$ cat src/rtl/aion_burn_state_filter_v2_pkg.sv
// rtl/aion_burn_state_filter_v2_pkg.sv - shared types and defaults for the burn state filter
package aion_burn_types_v2;

  typedef enum logic [1:0] {
    IDLE = 2'd0,
    CALC = 2'd1,
    OUT  = 2'd2
  } filt_state_e;

  localparam int ALPHA_SHIFT_DEF = 3;
  localparam int TRIP_COUNT_DEF  = 4;
  // Trip counters never need to exceed 15.
  localparam int CNT_W           = 4;

  typedef logic signed [31:0] q16_16_t;

  typedef struct packed {
    q16_16_t temp;
    q16_16_t palpha;
    q16_16_t beta;
  } thermal_sample_t;

endpackage

$ cat src/rtl/aion_burn_state_filter_v2_ema_step.sv
// rtl/aion_burn_state_filter_v2_ema_step.sv - single-field EMA step with unprimed bypass
module aion_ema_step #(
  parameter int DATA_W      = 32,
  parameter int ALPHA_SHIFT = 3
) (
  input  logic              primed_i,
  input  logic [DATA_W-1:0] x_i,
  input  logic [DATA_W-1:0] y_i,
  output logic [DATA_W-1:0] y_o
);

  logic [DATA_W:0] diff_w;
  logic [DATA_W:0] step_w;

  // One extra bit keeps x-y exact; the shifted step always fits back into DATA_W.
  always_comb begin
    diff_w = {x_i[DATA_W-1], x_i} - {y_i[DATA_W-1], y_i};
    step_w = $unsigned($signed(diff_w) >>> ALPHA_SHIFT);
    y_o    = primed_i ? (y_i + step_w[DATA_W-1:0]) : x_i;
  end

endmodule

$ cat src/rtl/aion_burn_state_filter_v2.sv
// rtl/aion_burn_state_filter_v2.sv - per-channel EMA filter with debounced sticky trips (option: AION_BURN_FILT_DERIV_EN)
module aion_burn_state_filter_v2
  import aion_burn_types_v2::*;
#(
  parameter int  N_CH        = 4,
  parameter int  DATA_W      = 32,
  parameter int  ALPHA_SHIFT = ALPHA_SHIFT_DEF,
  parameter int  TRIP_COUNT  = TRIP_COUNT_DEF,
  localparam int CH_W        = (N_CH > 1) ? $clog2(N_CH) : 1
) (
  input  logic              clk,
  input  logic              rst_n,
  input  logic              in_valid,
  output logic              in_ready,
  input  logic [CH_W-1:0]   in_ch,
  input  logic [DATA_W-1:0] in_temp,
  input  logic [DATA_W-1:0] in_palpha,
  input  logic [DATA_W-1:0] in_beta,
  input  logic [DATA_W-1:0] cfg_temp_limit,
  input  logic [DATA_W-1:0] cfg_beta_limit,
  input  logic              clear_trip,
  output logic              out_valid,
  input  logic              out_ready,
  output logic [CH_W-1:0]   out_ch,
  output logic [DATA_W-1:0] out_temp,
  output logic [DATA_W-1:0] out_palpha,
  output logic [DATA_W-1:0] out_beta,
  output logic [N_CH-1:0]   trip,
  output logic              trip_any
`ifdef AION_BURN_FILT_DERIV_EN
  ,
  output logic [DATA_W-1:0] out_dtemp
`endif
);

  filt_state_e       state_q;
  logic              in_ready_q, out_valid_q;
  logic [CH_W-1:0]   ch_q, out_ch_q;
  logic [DATA_W-1:0] x_temp_q, x_palpha_q, x_beta_q;
  logic [DATA_W-1:0] out_temp_q, out_palpha_q, out_beta_q;
  logic [N_CH-1:0]   primed_q, trip_q, trip_d;
  logic              trip_any_q;
  logic [DATA_W-1:0] y_temp_q   [N_CH];
  logic [DATA_W-1:0] y_palpha_q [N_CH];
  logic [DATA_W-1:0] y_beta_q   [N_CH];
  logic [CNT_W-1:0]  cnt_q      [N_CH];
  logic [CNT_W-1:0]  cnt_d      [N_CH];

  logic              ch_ok;
  logic [CH_W-1:0]   ch_idx;
  logic [DATA_W-1:0] new_temp, new_palpha, new_beta;
  logic              over, set_trip;
  logic [CNT_W-1:0]  cnt_new;

  // Out-of-range channels are steered to index 0 but never written.
  assign ch_ok  = int'(ch_q) < N_CH;
  assign ch_idx = ch_ok ? ch_q : '0;

  aion_ema_step #(.DATA_W(DATA_W), .ALPHA_SHIFT(ALPHA_SHIFT)) u_ema_temp (
    .primed_i(primed_q[ch_idx]), .x_i(x_temp_q),   .y_i(y_temp_q[ch_idx]),   .y_o(new_temp));
  aion_ema_step #(.DATA_W(DATA_W), .ALPHA_SHIFT(ALPHA_SHIFT)) u_ema_palpha (
    .primed_i(primed_q[ch_idx]), .x_i(x_palpha_q), .y_i(y_palpha_q[ch_idx]), .y_o(new_palpha));
  aion_ema_step #(.DATA_W(DATA_W), .ALPHA_SHIFT(ALPHA_SHIFT)) u_ema_beta (
    .primed_i(primed_q[ch_idx]), .x_i(x_beta_q),   .y_i(y_beta_q[ch_idx]),   .y_o(new_beta));

  assign over = ($signed(new_temp) > $signed(cfg_temp_limit)) ||
                ($signed(new_beta) > $signed(cfg_beta_limit));

  assign cnt_new  = !over ? '0 :
                    (cnt_q[ch_idx] == CNT_W'(TRIP_COUNT)) ? cnt_q[ch_idx] : cnt_q[ch_idx] + 1'b1;
  assign set_trip = over && (cnt_new == CNT_W'(TRIP_COUNT));

  // Trip bookkeeping: a global clear first, then the channel under calculation overrides it.
  always_comb begin
    trip_d = trip_q;
    for (int i = 0; i < N_CH; i++) cnt_d[i] = cnt_q[i];
    if (clear_trip) begin
      trip_d = '0;
      for (int i = 0; i < N_CH; i++) cnt_d[i] = '0;
    end
    if (state_q == CALC && ch_ok) begin
      cnt_d[ch_idx] = cnt_new;
      if (set_trip) trip_d[ch_idx] = 1'b1;
    end
  end

`ifdef AION_BURN_FILT_DERIV_EN
  logic [DATA_W:0]   dtemp_w;
  logic [DATA_W-1:0] dtemp_sat, out_dtemp_q;

  // Temperature slope between consecutive filtered values, clamped to the signed range.
  always_comb begin
    dtemp_w = {new_temp[DATA_W-1], new_temp} -
              {y_temp_q[ch_idx][DATA_W-1], y_temp_q[ch_idx]};
    if (dtemp_w[DATA_W] != dtemp_w[DATA_W-1])
      dtemp_sat = dtemp_w[DATA_W] ? {1'b1, {(DATA_W-1){1'b0}}} : {1'b0, {(DATA_W-1){1'b1}}};
    else
      dtemp_sat = dtemp_w[DATA_W-1:0];
  end

  assign out_dtemp = out_dtemp_q;
`endif

  // Sample FSM: accept, filter and trip-check in one CALC cycle, then hold the result.
  always_ff @(posedge clk) begin
    if (!rst_n) begin
      state_q      <= IDLE;
      in_ready_q   <= 1'b0;
      out_valid_q  <= 1'b0;
      ch_q         <= '0;
      out_ch_q     <= '0;
      x_temp_q     <= '0;
      x_palpha_q   <= '0;
      x_beta_q     <= '0;
      out_temp_q   <= '0;
      out_palpha_q <= '0;
      out_beta_q   <= '0;
      primed_q     <= '0;
      trip_q       <= '0;
      trip_any_q   <= 1'b0;
      for (int i = 0; i < N_CH; i++) begin
        y_temp_q[i]   <= '0;
        y_palpha_q[i] <= '0;
        y_beta_q[i]   <= '0;
        cnt_q[i]      <= '0;
      end
`ifdef AION_BURN_FILT_DERIV_EN
      out_dtemp_q  <= '0;
`endif
    end else begin
      trip_q     <= trip_d;
      trip_any_q <= |trip_d;
      for (int i = 0; i < N_CH; i++) cnt_q[i] <= cnt_d[i];
      case (state_q)
        IDLE: begin
          if (in_ready_q && in_valid) begin
            ch_q       <= in_ch;
            x_temp_q   <= in_temp;
            x_palpha_q <= in_palpha;
            x_beta_q   <= in_beta;
            in_ready_q <= 1'b0;
            state_q    <= CALC;
          end else begin
            in_ready_q <= 1'b1;
          end
        end
        CALC: begin
          if (ch_ok) begin
            primed_q[ch_idx]   <= 1'b1;
            y_temp_q[ch_idx]   <= new_temp;
            y_palpha_q[ch_idx] <= new_palpha;
            y_beta_q[ch_idx]   <= new_beta;
            out_ch_q           <= ch_q;
            out_temp_q         <= new_temp;
            out_palpha_q       <= new_palpha;
            out_beta_q         <= new_beta;
`ifdef AION_BURN_FILT_DERIV_EN
            out_dtemp_q        <= primed_q[ch_idx] ? dtemp_sat : '0;
`endif
            out_valid_q        <= 1'b1;
            state_q            <= OUT;
          end else begin
            in_ready_q <= 1'b1;
            state_q    <= IDLE;
          end
        end
        OUT: begin
          if (out_ready) begin
            out_valid_q <= 1'b0;
            in_ready_q  <= 1'b1;
            state_q     <= IDLE;
          end
        end
        default: state_q <= IDLE;
      endcase
    end
  end

  assign in_ready   = in_ready_q;
  assign out_valid  = out_valid_q;
  assign out_ch     = out_ch_q;
  assign out_temp   = out_temp_q;
  assign out_palpha = out_palpha_q;
  assign out_beta   = out_beta_q;
  assign trip       = trip_q;
  assign trip_any   = trip_any_q;

endmodule

$ cat config.mk
export PLATFORM = sky130hd
export DESIGN_NAME = aion_burn_state_filter_v2
export DESIGN_NICKNAME = d
export VERILOG_FILES = /design/src/rtl/aion_burn_state_filter_v2_pkg.sv /design/src/rtl/aion_burn_state_filter_v2_ema_step.sv /design/src/rtl/aion_burn_state_filter_v2.sv
export SDC_FILE = /design/constraint.sdc
export NUM_CORES = 1
export LEC_CHECK = 0
export BUFFER_PORTS_ARGS = -buffer_cell sky130_fd_sc_hd__clkbuf_2
export CAP_MARGIN = 25
export CORE_MARGIN = 2
export CORE_UTILIZATION = 60
export DETAILED_ROUTE_END_ITERATION = 10
export GPL_ROUTABILITY_DRIVEN = 0
export PLACE_DENSITY = 0.84
export REMOVE_ABC_BUFFERS = 1
export SLEW_MARGIN = 20
export SYNTH_ARGS = -nofsm -noshare
export SYNTH_HDL_FRONTEND = slang
export SYNTH_SLANG_ARGS = --single-unit
$ cat constraint.sdc
create_clock -name clk -period 10.3 [get_ports clk]
set_input_delay 0.515 -clock clk [delete_from_list [all_inputs] [get_ports clk]]
set_output_delay 0.515 -clock clk [all_outputs]
set_load 0.02 [all_outputs]
## After elaboration in Yosys (flattened, before gate mapping)

Memories as Yosys holds them, arrays and structs flattened. A register that Yosys moved wholly into a read port is not among the register bits.
Index checks and enable logic that the tools add are counted.

| storage, ports and cells | value |
|---|---|
| memories kept | 4 |
| logic and storage cells | 111 |
| output and inout port bits | 105 |
| RAM bits | 400 |
| latch bits | 0 |
| bits in registers | 209 |
| ROM bits | 0 |
| input port bits | 167 |

| operators by class | value |
|---|---|
| reduce and logical (&&, ||, !) cells | 16 |
| shift operators | 0 |
| magnitude comparators | 6 |
| muxes and demuxes | 51 |
| bitwise logic cells | 7 |
| equal/unequal tests | 6 |
| multiply operators | 0 |
| divide/modulo/power cells | 0 |
| add/subtract/negate cells | 7 |

Memory list:

| name | words | bits a word | read ports | clocked after Yosys merged registers in | wr ports | RTL line | source |
|---|---|---|---|---|---|---|---|
| y_beta_q | 4 | 32 | 1 | 1 | 4 | aion_burn_state_filter_v2.sv:45 | `logic [DATA_W-1:0] y_beta_q [N_CH];` |
| y_palpha_q | 4 | 32 | 1 | 1 | 4 | aion_burn_state_filter_v2.sv:44 | `logic [DATA_W-1:0] y_palpha_q [N_CH];` |
| y_temp_q | 4 | 32 | 1 | 1 | 4 | aion_burn_state_filter_v2.sv:43 | `logic [DATA_W-1:0] y_temp_q [N_CH];` |
| cnt_q | 4 | 4 | 5 | 1 | 4 | aion_burn_state_filter_v2.sv:46 | `logic [CNT_W-1:0] cnt_q [N_CH];` |

Operators by type and width:

| cell | number |
|---|---|
| two-way mux 32 bit | 6 |
| subtractor 32 x 32 -> 33 bit | 3 |
| adder 32 bit | 3 |
| OR reduction 32 bit | 3 |
| greater-than comparator 32 bit | 2 |
| two-way mux 4 bit | 10 |
| two-way mux 16 bit | 2 |
| two-way mux 2 bit | 13 |
| bitwise mux 16 bit | 1 |
| two-way mux 1 bit | 13 |
| demux 4 bit (select 2 bit) | 1 |
| == test 4 x 3 -> 1 bit, second input constant | 2 |
| OR 4 bit | 2 |
| AND reduction 2 bit | 4 |
| one-hot mux 2 bit (3 select lines) | 1 |
| adder 4 x 1 -> 4 bit, second input constant | 1 |
| logical AND 1 bit | 4 |
| inequality test 2 bit, second input constant | 2 |
| OR 1 bit | 4 |
| one-hot mux 1 bit (2 select lines) | 2 |
| nonzero test 2 bit | 2 |
| OR reduction 4 bit | 1 |
| greater-or-equal comparator 3 bit, second input constant | 1 |
| less-than comparator 2 x 3 -> 1 bit, second input constant | 1 |
| 9 further kinds | 9 |

## Logic depth before layout (Yosys ltp)

Gate-level depths: netlist of the first run.

| logic depth | value |
|---|---|
| depth in word-level cells | 11 |
| depth in mapped cells | 39 |

## Hierarchy

From an unflattened synthesis of the first run, not the netlist that was laid out.

| unflattened totals | value |
|---|---|
| cell total of the unflattened synthesis | 3400 |
| area total of the unflattened synthesis | 36158.4 um^2 |

By module, submodules not included:

| module | area an instance (um^2) | times used | cells each | sequential area each (um^2) |
|---|---|---|---|---|
| aion_burn_state_filter_v2 | 25876.1 | 1 | 1976 | 16075.4 |
| aion_ema_step (u_ema_beta) | 3459.6 | 1 | 480 | 0.0 |
| aion_ema_step (u_ema_palpha) | 3458.3 | 1 | 482 | 0.0 |
| aion_ema_step (u_ema_temp) | 3364.5 | 1 | 462 | 0.0 |

## Worst setup path before layout of the first run

OpenSTA, ideal clock, no wires.

| timing | value |
|---|---|
| path type | register to register |
| from | reg with a tool-made name |
| to | reg trip_q[1] (netlist: trip[1]) |
| setup slack | 1.952 ns |
| cell stages (with the launch flop) | 39 |
| data arrival time | 8.280 ns |
| path buffers | 4 |
| library setup time | 0.068 ns |
| path through | dfxtp_1 -> buf_6 -> clkbuf_1 -> buf_1 -> mux4_2 -> inv_1 -> ha_1 -> a2111o_1 -> nor3_1 -> a21oi_2 -> a221oi_2 -> o21ai_2 -> a21o_1 -> a21o_1 -> a21oi_1 -> xnor2_1 -> ha_1 -> a21oi_1 -> (+3 left out) -> o2111ai_1 -> a31oi_1 -> xor2_1 -> xnor2_1 -> o21a_1 -> inv_1 -> ha_1 -> nand3_1 -> nor2_1 -> nand3_1 -> or2_2 -> o211a_1 -> o21ai_0 -> o211ai_1 -> and4b_1 -> buf_6 -> or4b_4 -> o21ai_2 |

RTL lines:

| element | RTL line | source |
|---|---|---|
| end signal: assignment | aion_burn_state_filter_v2.sv:131 | `trip_q <= trip_d;` |
| end: declaration | aion_burn_state_filter_v2.sv:41 | `logic [N_CH-1:0] primed_q, trip_q, trip_d;` |

==> Implementation_results.wiki, run 1 <==
{| class="wikitable"
! Metric !! Value
|-
| Status || completed
|-
| Tot GR Track Use || 32.4%
|-
| Sequential share of power || 38.8%
|-
| Clock tree from TritonCTS || done
|-
| Setup crit end kind || register
|-
| Fill cell instance count of the final layout || 4302
|-
| Worst path required time || 10.88 ns
|-
| Worst reg2reg path depth || 32
|-
| Mean routed wirelength per cell || 21.4 um
|-
| Number of global-route vias before repair || 27868
|-
| Post-synthesis cell area || 35200 um2
|-
| Smallest setup slack after layout || 1.22 ns
|-
| Number of hold buffers added after cts || 0
|-
| Share of the cycle needed by the critical path after routing || 88.1%
|-
| Cts bufs inserted || 61
|-
| Number of nets in the layout || 4248
|-
| Tmin final || 9.08 ns
|-
| Overflow after GRT || 0
|-
| Slew of the pin with the lowest slew margin || 1.15 ns
|-
| Share of the core filled with cells in the final layout || 68.2%
|-
| Number of distinct library cells after synthesis || 88
|-
| Gate count of the mapped netlist || 3605
|-
| Registers with the most flip-flops || y_beta_q x128, y_palpha_q x128, y_temp_q x128
|-
| Number of port buffers || 271
|-
| Crit path to || trip[0]
|-
| Type of the worst setup path || register to register
|-
| Peak supply drop || 0.000149 V
|-
| Detailed-route via count || 28914
|-
| Highest-count cells in the layout ignoring fill and taps || sky130_fd_sc_hd__nand2_1 (483), sky130_fd_sc_hd__nor2_1 (451), sky130_fd_sc_hd__edfxtp_1 (384)
|-
| Clock Latency Late Sink || 0.65 ns
|-
| Number of enable-type register cells in the synthesized netlist || 384
|-
| Max_slew headroom || 23.0%
|-
| Worst reg2reg path endpoint || trip[0]
|-
| Final hold vios || 0
|-
| Clock sink total || 611
|-
| Proportion of synthesized chip area in sequential cells || 45.7%
|-
| Number of violations of the max-capacitance limit || 0
|-
| Setup Slack @ Placement || 1.45 ns
|-
| Non-filler cells, final || 4641
|-
| Clock transition at the registers of the reported paths || 0.07 ns
|-
| Net switching share of the total power || 32.6%
|-
| Timing-limited maximum frequency || 110 MHz
|-
| Clock network fraction of design power || 32.0%
|-
| Yosys reg bits || 611
|-
| Syn. warnings || 0
|-
| Leakage power || 17.4 nW
|-
| Layout cell share with drive strength beyond 1 || 14.6%
|-
| Internal power || 4.79 mW
|-
| Primary flip-flop cell chosen by synthesis mapping || sky130_fd_sc_hd__edfxtp_1
|-
| Remaining design rule violation count || 0
|-
| Reg2Reg Setup Slack || 1.22 ns
|-
| CP Launch Type || register
|-
| Inst Count DP || 4523
|-
| Critical path peak fanout || 37
|-
| Switching power total || 2.31 mW
|-
| Arrival time worst endpoint || 9.66 ns
|-
| Die H || 246 um
|-
| Number of iterations in the first detailed-routing pass || 7
|-
| Maximum number of pins on one net before global-route repair || 116
|-
| Post-Route WL || 99.4 mm
|-
| Root Buffer || sky130_fd_sc_hd__clkbuf_16
|-
| Ys async rst share || 0%
|-
| Power share of the combinational group || 29.3%
|-
| H-tree level count || 2
|-
| CP max-delay cell || sky130_fd_sc_hd__dfxtp_4
|-
| Boundary Pins || 272
|-
| Width of the chip || 246 um
|-
| Power per standard cell area || 180 nW/um2
|-
| First-iteration detailed-routing DRC count || 3297
|-
| Clock Skew || 0.0240 ns
|-
| Maximum cell stage delay along the critical path || 0.74 ns
|-
| Average cell area after synthesis || 9.77 um2
|-
| Floorplan die area || 60600 um2
|-
| Routed vias/inst || 6.23
|-
| Number of antenna repair diodes || 0
|-
| Placeable core region || 57800 um2
|-
| Final setup violation count || 0
|-
| Final count of pins violating max slew || 0
|-
| Setup repair after global routing missed its margin || no
|-
| Class of the most critical hold timing path || input port to register
|-
| Gates resized, CTS repair || 0
|-
| Estimated wirelength of the detail-placed design || 67.7 mm
|-
| Site row count || 88
|-
| Initial antenna violation count || 0
|-
| Synthesis-to-finish area growth || 12.0%
|-
| Number of buffers inserted to repair setup after CTS || 0
|-
| Initial cell density of the core || 60.9%
|-
| Clock Tree Buf Depth || 3
|-
| Most common cell after layout, fill and taps aside || sky130_fd_sc_hd__nand2_1
|-
| Global-route wire length before repair || 152 mm
|-
| Antenna Nets Post-Route || 0
|}
[routing by layer]
metal / vias to the layer above / wire length [um] / GRT usage, %
li1: 13257 / - / -
met1: 13672 / 38800 / 43.9
met2: 1678 / 44800 / 50.3
met3: 307 / 10600 / 5.44
met4: 0 / 5290 / 16.6
met5: - / 0 / 0
[cells in the mapped netlist, drive strengths merged (22+ instances only)]
cell | n | share of area [%]
xor2 | 47 | 1.2
a21oi | 283 | 4.1
nand2 | 489 | 5.2
a21o | 137 | 2.9
mux4 | 98 | 6.3
clkbuf | 117 | 1.2
inv | 294 | 3.1
nor2 | 453 | 4.8
nand3 | 51 | 0.72
nand2b | 22 | 0.39
ha | 255 | 9.1
a31oi | 23 | 0.47
mux2i | 41 | 1.2
o21a | 38 | 0.81
o31ai | 24 | 0.53
nor2b | 24 | 0.43
dfxtp | 227 | 13
o21ai | 147 | 2.2
buf | 34 | 0.42
xnor2 | 91 | 2.3
nor3 | 45 | 0.67
o21bai | 26 | 0.55
nand4 | 28 | 0.50
edfxtp | 384 | 33
[per-stage QoR]
step,hold WS [ns],setup TNS [ns],power (mW),area (um2)
5_1_grt,0.0809,0,7.40,39400
3_5_place_dp,0.433,0,4.79,37300
2_1_floorplan,0.426,-15.96,4.31,34600
3_3_place_gp,0.430,0,4.75,37300
6_report,0.0813,0,7.10,39400
4_1_cts,0.0642,0,7.05,39400
[final cells by class]
cell class              count  area [um2]  area share [%]
flip-flops and latches    611       16100            40.8
inverters                 294        1110            2.80
clock buffers              86        1760            4.47
repair buffers            306        1660            4.22
multi-input cells        2549       17600            44.6
clock inverters            30         287           0.726
well taps                 765         957            2.43
[kinds of logic (layout without fill, tap and decap cells)]
| logic type | Yosys count | in the layout | synth area share (%) |
|---|---|---|---|
| simple gates | 1208 | 1208 | 14.7 |
| buf+inv | 445 | 716 | 4.80 |
| mux | 141 | 141 | 7.50 |
| compound gates | 804 | 804 | 14.7 |
| flops | 611 | 611 | 45.7 |
| fa+ha+maj | 258 | 258 | 9.23 |
| xor+xnor | 138 | 138 | 3.43 |
[power by group through the flow]
stage	combinational [mW]	sequential, mW	clock [mW]
global route	2.26	2.76	2.38
detailed placement	1.99	2.80	0
global placement	1.95	2.80	0
CTS	2.02	2.75	2.28
finish	2.08	2.75	2.27
floorplan	1.50	2.81	0
[how the worst min path moves through the flow]
stage / start / end / slack [ns] / cells after the start
finish: in_palpha[11] / x_palpha_q[11] / 0.08 / 3
global route: in_palpha[10] / x_palpha_q[10] / 0.08 / 3
CTS: in_beta[23] / x_beta_q[23] / 0.06 / 3
detailed placement: out_palpha[3] / out_palpha[3] / 0.43 / 2
global placement: out_beta[22] / out_beta[22] / 0.43 / 2
floorplan: primed_q[0] / primed_q[0] / 0.43 / 2
[critical path, delay by kind of cell, from the launching register on]
family	cells	cell delay, ns
AOI/OAI and AO/OA	15	3.52
xor gates and xnor gates	2	0.33
adders and majority gates	3	0.94
buffers and inverters	2	0.18
DFF	1	0.74
muxes	2	0.91
and+or+nand+nor	8	2.35
No activity file was read; power rests on OpenSTA's default activity.
==> inputs of run 2 (changes only) <==
clock period = 10.1 ns   (was 10.3 ns; I/O delays follow)
==> Implementation_results.wiki, run 2 (synthesis results as in run 1) <==
{| class="wikitable"
! Metric !! Value
|-
| Hold path start || in_temp[8]
|-
| Maximum number of pins on one net before global-route repair || 75 (-35%)
|-
| Number of antenna repair diodes || 0 (unchanged)
|-
| Root Buffer || sky130_fd_sc_hd__clkbuf_16
|-
| Worst reg2reg path depth || 32 (unchanged)
|-
| Worst reg2reg path endpoint || trip[3]
|-
| Clock sink total || 611 (unchanged)
|-
| Cells on Worst Hold Path || 3 (unchanged)
|-
| Gates resized, CTS repair || 0 (unchanged)
|-
| Fill cell instance count of the final layout || 4165 (-3.2%)
|-
| Tmin final || 9.00 ns (-0.0826 ns)
|-
| Max_slew headroom || 31.3% (+8.3 points)
|-
| Critical path peak fanout || 26 (-30%)
|-
| Final setup violation count || 0 (unchanged)
|-
| Status || completed
|-
| Arrival time worst endpoint || 9.58 ns (-0.08 ns)
|-
| Maximum cell stage delay along the critical path || 0.69 ns (-0.05 ns)
|-
| Clock tree from TritonCTS || done
|-
| Global-route wire length before repair || 153 mm (+0.40%)
|-
| Final hold vios || 0 (unchanged)
|-
| Inst Count DP || 4522 (-0.022%)
|-
| Initial antenna violation count || 0 (unchanged)
|-
| Setup repair after global routing missed its margin || no
|-
| Estimated wirelength of the detail-placed design || 68.6 mm (+1.4%)
|-
| Number of hold buffers added after cts || 0 (unchanged)
|-
| Overflow after GRT || 0 (unchanged)
|-
| Placeable core region || 57800 um2 (unchanged)
|-
| Detailed-route via count || 29145 (+0.80%)
|-
| Leakage power || 17.4 nW (+0.18%)
|-
| Area of the multi-input gates || 17600 um2 (unchanged)
|-
| Number of nets in the layout || 4248 (unchanged)
|-
| Post-Route WL || 101 mm (+1.2%)
|-
| Routed vias/inst || 6.28 (+0.82%)
|-
| Slew of the pin with the lowest slew margin || 1.03 ns (-0.124 ns)
|-
| Number of buffers inserted to repair setup after CTS || 0 (unchanged)
|-
| Type of the worst setup path || register to register
|-
| Non-filler cells, final || 4640 (-0.022%)
|-
| Class of the most critical hold timing path || input port to register
|-
| Power per standard cell area || 185 nW/um2 (+2.8%)
|-
| Die H || 246 um (unchanged)
|-
| Final count of pins violating max slew || 0 (unchanged)
|-
| Clock Latency Late Sink || 0.65 ns (about the same)
|-
| Clock Tree Buf Depth || 3 (unchanged)
|-
| Peak supply drop || 0.000153 V (+3.0%)
|-
| Layout cell share with drive strength beyond 1 || 14.6% (-0.022 points)
|-
| Endpoint of the worst hold-timing path || x_temp_q[8]
|-
| FF+latch area || 16100 um2 (unchanged)
|-
| Number of port buffers || 271 (unchanged)
|-
| Width of the chip || 246 um (unchanged)
|-
| Instance area at placement || 37300 um2 (about the same)
|-
| Initial cell density of the core || 60.9% (unchanged)
|-
| Reg2Reg Setup Slack || 1.10 ns (-0.12 ns)
|-
| Number of iterations in the first detailed-routing pass || 6 (-1)
|-
| H-tree level count || 2 (unchanged)
|-
| Floorplan die area || 60600 um2 (unchanged)
|-
| Worst path required time || 10.68 ns (-0.20 ns)
|-
| Boundary Pins || 272 (unchanged)
|-
| Setup crit end kind || register
|-
| Number of global-route vias before repair || 28097 (+0.82%)
|-
| Tot GR Track Use || 32.6% (+0.20 points)
|-
| Clock Skew || 0.0245 ns (+0.000478 ns)
|-
| CP Launch Type || register
|-
| Non-Filler Cell Area, Final || 39500 um2 (+0.16%)
|-
| CP max-delay cell || sky130_fd_sc_hd__dfxtp_4
|-
| Antenna Nets Post-Route || 0 (unchanged)
|-
| Mean routed wirelength per cell || 21.7 um (+1.2%)
|-
| Share of the cycle needed by the critical path after routing || 89.1% (+0.93 points)
|-
| Number of violations of the max-capacitance limit || 0 (unchanged)
|-
| First-iteration detailed-routing DRC count || 2909 (-12%)
|-
| Registers with the most flip-flops || y_beta_q x128, y_palpha_q x128, y_temp_q x128
|-
| Clock transition at the registers of the reported paths || 0.07 ns (about the same)
|-
| Site row count || 88 (unchanged)
|-
| Highest-count cells in the layout ignoring fill and taps || sky130_fd_sc_hd__nand2_1 (483), sky130_fd_sc_hd__nor2_1 (451), sky130_fd_sc_hd__edfxtp_1 (384)
|-
| Remaining design rule violation count || 0 (unchanged)
|-
| Timing-limited maximum frequency || 111 MHz (+0.92%)
|-
| Cts bufs inserted || 61 (unchanged)
|-
| Synthesis-to-finish area growth || 12.2%
|-
| Most common cell after layout, fill and taps aside || sky130_fd_sc_hd__nand2_1
|}
run 2: cell types whose count changed in the layout (fill, tap and decap cells not counted), sizes merged:
cell / change
clkinvlp: -2
clkinv: +3
bufinv: +5
clkbuf: -5
inv: -2
run 2: worst max path at each step:
stage	cells after the start	slack, ns	startpoint	endpoint
after floorplan	32	-1.26	register	trip[0]
after global placement	32	1.67	register	trip[0]
after detailed placement	32	1.34	register	trip[0]
after CTS	32	1.25	register	trip[0]
after global routing	32	0.60	register	trip[3]
final	32	1.10	register	trip[3]
run 2: stage by stage:
| stage | hold slack, ns | setup WS (ns) | power, mW | util (%) | TNS (ns) |
|---|---|---|---|---|---|
| CTS | 0.0514 | 1.25 | 7.26 | 68.2 | 0 |
| global route | 0.0720 | 0.603 | 7.60 | 68.3 | 0 |
| finish | 0.0695 | 1.10 | 7.31 | 68.3 | 0 |
| detailed placement | 0.433 | 1.34 | 4.89 | 64.6 | 0 |
| floorplan | 0.426 | -1.26 | 4.39 | - | -20.16 |
| global placement | 0.430 | 1.67 | 4.84 | 64.6 | 0 |
run 2: report_power, final:
group | leakage [nW] | switching, mW | internal [mW]
combinational | 10.6 | 1.29 | 0.830
sequential | 5.81 | 0.0595 | 2.74
clock | 1.03 | 1.00 | 1.38
run 2: area by class of cell:
class / instances / area share, %
multi-input cells: 2549 / 44.5
flip-flops and latches: 611 / 40.7
clock buffers: 81 / 4.26
repair buffers: 306 / 4.24
inverters: 294 / 2.80
well taps: 765 / 2.42
clock inverters: 34 / 1.06
run 2: worst max-delay path: cells and delay by family, from the launching register on:
| family | cells | cell delay, ns |
|---|---|---|
| and+or+nand+nor | 16 | 3.93 |
| AOI/OAI and AO/OA | 8 | 1.55 |
| adders and majority gates | 3 | 1.03 |
| muxes | 2 | 0.97 |
| DFF | 1 | 0.69 |
| buffers and inverters | 2 | 0.60 |
| xor gates and xnor gates | 1 | 0.12 |
run 2: layer usage:
metal	up-vias	global-route usage [%]	wire length (um)
met2	1631	51.0	45300
met3	351	6.32	10000
met4	0	18.2	5760
li1	13237	-	-
met1	13926	42.6	39500
met5	-	0	0
